--- src/rtl/mem_port_arbiter.sv ---
// Arbitrates one single-ported memory between instruction fetch and data access.
// Optional access timeout with sticky err is enabled by defining ARB_TIMEOUT_EN.
module mem_port_arbiter #(
    parameter int AW      = 32,
    parameter int DW      = 32,
    parameter int TIMEOUT = 16
) (
    input  logic          clk,
    input  logic          reset,
    input  logic          if_req,
    input  logic [AW-1:0] if_addr,
    output logic [DW-1:0] if_rdata,
    output logic          if_valid,
    input  logic          mem_read,
    input  logic          mem_write,
    input  logic [AW-1:0] d_addr,
    input  logic [DW-1:0] d_wdata,
    output logic [DW-1:0] d_rdata,
    output logic          d_valid,
    output logic          stall_if,
    output logic          stall_mem,
    output logic          m_en,
    output logic          m_we,
    output logic [AW-1:0] m_addr,
    output logic [DW-1:0] m_wdata,
    input  logic [DW-1:0] m_rdata,
    input  logic          m_ready,
    output logic          err
);

    typedef enum logic [1:0] {IDLE, I_ACC, D_ACC} state_t;

    state_t        state_q;
    logic [DW-1:0] if_rdata_q, d_rdata_q, m_wdata_q;
    logic [AW-1:0] m_addr_q;
    logic          if_valid_q, d_valid_q, m_en_q, m_we_q;
    logic          d_req, expired;

    assign d_req = mem_read | mem_write;

`ifdef ARB_TIMEOUT_EN
    localparam int CW = $clog2(TIMEOUT + 1);
    logic [CW-1:0] cnt_q;
    logic          err_q;
    // The entry cycle counts as access cycle one, so abort fires after TIMEOUT cycles.
    assign expired = (cnt_q == CW'(TIMEOUT - 1));
    assign err     = err_q;
`else
    logic unused_timeout;
    assign unused_timeout = (TIMEOUT == 0);
    assign expired        = 1'b0;
    assign err            = 1'b0;
`endif

    always_ff @(posedge clk) begin
        if (reset) begin
            state_q    <= IDLE;
            if_rdata_q <= '0;
            d_rdata_q  <= '0;
            if_valid_q <= 1'b0;
            d_valid_q  <= 1'b0;
            m_en_q     <= 1'b0;
            m_we_q     <= 1'b0;
            m_addr_q   <= '0;
            m_wdata_q  <= '0;
`ifdef ARB_TIMEOUT_EN
            cnt_q      <= '0;
            err_q      <= 1'b0;
`endif
        end else begin
            if_valid_q <= 1'b0;
            d_valid_q  <= 1'b0;
            case (state_q)
                IDLE: begin
                    // A requester whose valid is high this cycle is still showing the finished access.
                    if (d_req && !d_valid_q) begin
                        state_q   <= D_ACC;
                        m_en_q    <= 1'b1;
                        m_we_q    <= mem_write;
                        m_addr_q  <= d_addr;
                        m_wdata_q <= d_wdata;
`ifdef ARB_TIMEOUT_EN
                        cnt_q     <= '0;
`endif
                    end else if (if_req && !if_valid_q) begin
                        state_q  <= I_ACC;
                        m_en_q   <= 1'b1;
                        m_we_q   <= 1'b0;
                        m_addr_q <= if_addr;
`ifdef ARB_TIMEOUT_EN
                        cnt_q    <= '0;
`endif
                    end
                end
                I_ACC, D_ACC: begin
                    if (m_ready || expired) begin
                        state_q <= IDLE;
                        m_en_q  <= 1'b0;
                        m_we_q  <= 1'b0;
                        if (state_q == I_ACC) begin
                            if_valid_q <= 1'b1;
                            if_rdata_q <= m_ready ? m_rdata : '0;
                        end else begin
                            d_valid_q <= 1'b1;
                            if (!m_ready)
                                d_rdata_q <= '0;
                            else if (!m_we_q)
                                d_rdata_q <= m_rdata;
                        end
`ifdef ARB_TIMEOUT_EN
                        if (!m_ready)
                            err_q <= 1'b1;
                    end else begin
                        cnt_q <= cnt_q + CW'(1);
`endif
                    end
                end
                default: state_q <= IDLE;
            endcase
        end
    end

    assign if_rdata  = if_rdata_q;
    assign d_rdata   = d_rdata_q;
    assign if_valid  = if_valid_q;
    assign d_valid   = d_valid_q;
    assign m_en      = m_en_q;
    assign m_we      = m_we_q;
    assign m_addr    = m_addr_q;
    assign m_wdata   = m_wdata_q;
    assign stall_if  = if_req & ~if_valid_q;
    assign stall_mem = d_req & ~d_valid_q;

endmodule

--- config.mk ---
export PLATFORM = sky130hd
export DESIGN_NAME = mem_port_arbiter
export DESIGN_NICKNAME = d
export VERILOG_FILES = /design/src/rtl/mem_port_arbiter.sv
export SDC_FILE = /design/constraint.sdc
export NUM_CORES = 1
export LEC_CHECK = 0
export CAP_MARGIN = 0
export CORE_ASPECT_RATIO = 0.8
export CORE_MARGIN = 8
export CORE_UTILIZATION = 40
export CTS_BUF_LIST = sky130_fd_sc_hd__clkbuf_4 sky130_fd_sc_hd__clkbuf_8
export DETAILED_ROUTE_END_ITERATION = 8
export PLACE_DENSITY = 0.82
export REMOVE_ABC_BUFFERS = 1
export SLEW_MARGIN = 20
export SYNTH_ARGS = -nofsm -noshare
export SYNTH_HDL_FRONTEND = slang
export SYNTH_SLANG_ARGS = --single-unit
--- constraint.sdc ---
create_clock -name clk -period 3.7 [get_ports clk]
set_input_delay 0.555 -clock clk [delete_from_list [all_inputs] [get_ports clk]]
set_output_delay 0.555 -clock clk [all_outputs]
set_load 0.005 [all_outputs]
* Word-level counts from Yosys, hierarchy flattened
Cells that the tools add are included.
Operators by class: equality and inequality tests 4, muxes and demuxes 15, bitwise logic cells 9, reduce and logical (&&, ||, !) cells 15
Operators by type and width (number):
- 2-to-1 mux 32 bit | 2
- 2-to-1 mux 1 bit | 7
- 2-to-1 mux 2 bit | 3
- NOT 1 bit | 6
- AND reduction 2 bit | 3
- AND reduction 3 bit | 2
- case mux 1 bit (2 select lines) | 2
- case mux 2 bit (2 select lines) | 1
- AND reduction 4 bit | 1
- nonzero test 2 bit | 2
- != test 3 bit, second input constant | 1
- OR reduction 3 bit | 1
- AND 1 bit | 2
- equality test 2 x 1 -> 1 bit, second input constant | 1
- equality test 2 bit, second input constant | 1
- logical AND 1 bit | 2
- logical NOT 1 bit | 2
- logical NOT 2 bit | 1
- != test 2 bit, second input constant | 1
- OR reduction 2 bit | 1
- bitwise OR 1 bit | 1
Storage, ports and cells: register bits after elaboration 134, input port bits 134, output and inout bits 135, word-level logic and storage cells 52

* Depth between registers and ports, before layout
depth in word-level cells 5, gate-level depth with buffers 7, mapped depth without buffers 6

* Worst setup path before layout
No wires, ideal clock.
kind input to output, from in mem_write, to out stall_mem, arrival 1.034 ns, data required time 3.145 ns, slack 2.111 ns, stages 3, cell sequence o21bai_4 inv_2 clkbuf_1
Between the ends: longest elaborated chain between the ends 2
RTL lines:
- start: declaration | RTL line 15 | input logic mem_write,
- bitwise OR 1 bit | RTL line 39 | assign d_req = mem_read | mem_write;
- AND 1 bit | RTL line 132 | assign stall_mem = d_req & ~d_valid_q;
- end: declaration | RTL line 21 | output logic stall_mem,
No other way between the ends.

* Final worst setup path
Same ends and word-level chain as after synthesis.

==> run summary <==
Clk buf depth = 2
Starting DRT DRC Count = 278
Worst path required time = 3140 ps
CP bufs+invs = 3
Post-Syn Area = 4970 µm²
Slew Viols, Final = 0
Total core area = 12200 µm²
Worst-Margin Slew = 1020 ps
I/O Buffers = 267
Post-synth top area share = 0.539
Sequential cell area fraction in the yosys report = 0.539
Max-slew headroom = 0.320
Startpoint Class = primary input
H-Tree Depth = 4
Peak per-stage delay on the critical path = 600 ps
Max VDD drop = 0.318 mV
# hold bufs at CTS = 0
Util after Layout = 0.667
Diodes inserted = 0
Worst-path maximum fanout = 19
Main combinational cell family by area after synthesis = simple AND/OR/NAND/NOR gates
Die area = 16300 µm²
Synthesis-stage register bit count = 134
Layout cells sized above 1 = 0.0536
Largest cells by area after synthesis = dfxtp_1 54%, nand2_1 20%, a21oi_1 9.8%, a31oi_1 4.0%, o21ai_1 2.8%
Leakage Power = 2.99 nW
Post-route insts no fill = 1048
Sink Count = 134
Clk_skew = 11.2 ps
Critical Path Sink Type = output port
DP Area = 7670 µm²
CTS Root Cell = clkbuf_8
Design area = 8120 µm²
Highest Clock Rate = 381 MHz
Post-CTS Resized = 0
Post-CTS Setup Bufs = 0
Total track usage = 0.207
Clk slew on worst S/H paths = 70 ps
Unrepaired setup endpoints after global routing = no
DR pass1 iterations = 5
Final nets = 1021
Mux cell area share after synthesis = 0.00201
Vias per std cell = 4.95
Grt ovf = 0
Adder-Cell Fraction of Synth Area = 0.00755
Initial antenna violation count = 0
Largest net degree at the start of global routing = 63
Dpl cells = 1017
Hold Crit Class = reg -> reg
Yosys cell types = 30
IO Count = 269
Post-Syn Instances = 636
Mean area per synthesized cell = 7.82 µm²
Chip Width = 141 µm
Setup TNS = 0 ps
GP Congestion = 0.797
Synth Area in XOR/XNOR = 0
DP HPWL = 12600 µm
Site Rows = 36
Tmin final = 2620 ps
Cts bufs inserted = 17
Slowest stage cell on the critical path = clkdlybuf4s50_1
Vias = 5186
ANT nets after route = 0
Clk Latency, worst-skew pair = 420 ps
Max Cap Viol = 0
Synth Area in Compound Gates = 0.183
YS warnings = 0
Cell Pwr Density = 502 nW/µm²
Fin. Hold Viols = 0
CP Data Arrival Time = 2070 ps
Area share of and/or/nand/nor cells after synthesis = 0.214
Yosys top cell by area = dfxtp_1
Final setup vio count = 0
Vias in the first global route = 4933
First-pass GRT wire length = 26400 µm
Final period utilization = 0.709
Status = finished, final reports clean
Critical path class = in -> out
Die H = 116 µm
DRC = 0
WL per Instance = 16.6 µm
Worst path top cell family by delay = buffers and inverters
Cell with the most instances on the worst path = clkdlybuf4s50_1
Area delta synth->final = 63.2%
Critical-path cell list = clkdlybuf4s50_1 -> o21bai_4 -> inv_2 -> clkdlybuf4s50_1
Starting Density = 0.409
DRT Wirelength = 17400 µm
TritonCTS clock tree = built
==> state kept, by name, summed over array words and instances (netlist names) <==
register	cells
d_rdata	32
state_q	2
m_addr	32
m_en	1
if_rdata	32
m_wdata	32
m_we	1
d_valid	1
if_valid	1
==> cell usage after synthesis <==
cell type and number:
a211oi_1 1, and3_1 1, nand4bb_1 1, nor2_1 4, mux2i_1 1, o21ai_1 28
inv_2 1, buf_4 4, a21oi_1 97, o31a_1 1, conb_1 1, o21ai_0 5
nor2b_1 1, a32o_1 1, ha_1 3, clkbuf_1 28, o21a_1 1, o21bai_4 1
dfxtp_1 134, and4bb_2 1, inv_1 5, a31oi_1 32, nor4bb_1 1, nand2_1 262
buf_2 13, buf_6 4, and2_1 1, nand3_1 1, a22oi_1 1, nand2b_1 1
==> where the power goes <==
group	switching, mW	total (mW)	internal, mW
Clock	0.565	1.34	0.778
Sequential	0.0888	1.70	1.61
Combinational	0.479	1.03	0.553
==> worst paths after layout <==
kind                             from                       end  slack, ps  cells after the start
min reg2reg  m_wdata[20]$_SDFFE_PP0P_  m_wdata[20]$_SDFFE_PP0P_        450                      2
max                         mem_write                 stall_mem       1080                      4
min          m_wdata[20]$_SDFFE_PP0P_  m_wdata[20]$_SDFFE_PP0P_        450                      2
max reg2reg        d_valid$_SDFF_PP0_   m_addr[20]$_SDFFE_PP0P_       1690                      6
==> worst reg2reg max path, cell delays in order, from the launching register on <==
cell      delay (ps)
dfxtp_1          340
o21bai_4         190
inv_2            270
o21a_2           520
buf_4            310
o21ai_1           80
a31oi_1          220
==> placed cells by master, fill, tap and decap left out <==
master and instances:
a211oi_1 1, a21oi_1 97, a22oi_1 1, a31oi_1 32, a32o_1 1, and2_1 1
and3_1 1, and4bb_2 1, buf_2 1, buf_4 11, bufinv_16 4, clkbuf_4 1
clkbuf_8 19, clkdlybuf4s50_1 266, clkinv_2 1, clkinv_4 2, clkinvlp_4 3, conb_1 1
dfxtp_1 134, ha_1 3, inv_1 5, inv_2 1, inv_6 1, mux2i_1 1
nand2_1 262, nand2b_1 1, nand3_1 1, nand4bb_1 1, nor2_1 3, nor2_2 1
nor2b_1 1, nor4bb_1 1, o21a_2 1, o21ai_0 5, o21ai_1 28, o21bai_4 1
o31a_1 1
==> metal layers <==
layer  share of wire  up-vias  track usage
li1                -     2585            -
met1            0.40     2412        0.232
met2            0.47      168        0.338
met3            0.11       21        0.103
met4           0.015        0       0.0679
met5               0        -            0
==> metrics by stage <==
stage / setup slack, ps / power (mW) / hold slack (ps)
5_1_grt: 1020 / 4.29 / 468
2_1_floorplan: 1000 / 2.11 / 447
3_5_place_dp: 1020 / 2.77 / 446
6_report: 1080 / 4.08 / 452
3_3_place_gp: 1100 / 2.75 / 441
4_1_cts: 1080 / 4.12 / 455
==> cell families after synthesis <==
| group | count (synthesis) |
|---|---|
| compound gates | 168 |
| fa+ha+maj | 3 |
| buf+inv | 55 |
| flops | 134 |
| mux | 1 |
| other cells | 1 |
| simple gates | 274 |
==> area by class of cell <==
cell class                 instances  area, µm²
sequential                       134       2680
fill                            1025       4050
clock buffer                      20        269
multi-input combinational        447       2030
inverter                           6       22.5
clock inverter                    11        174
tap                              152        190
timing repair buffer             278       2750
No activity file was read; power rests on OpenSTA's default activity.
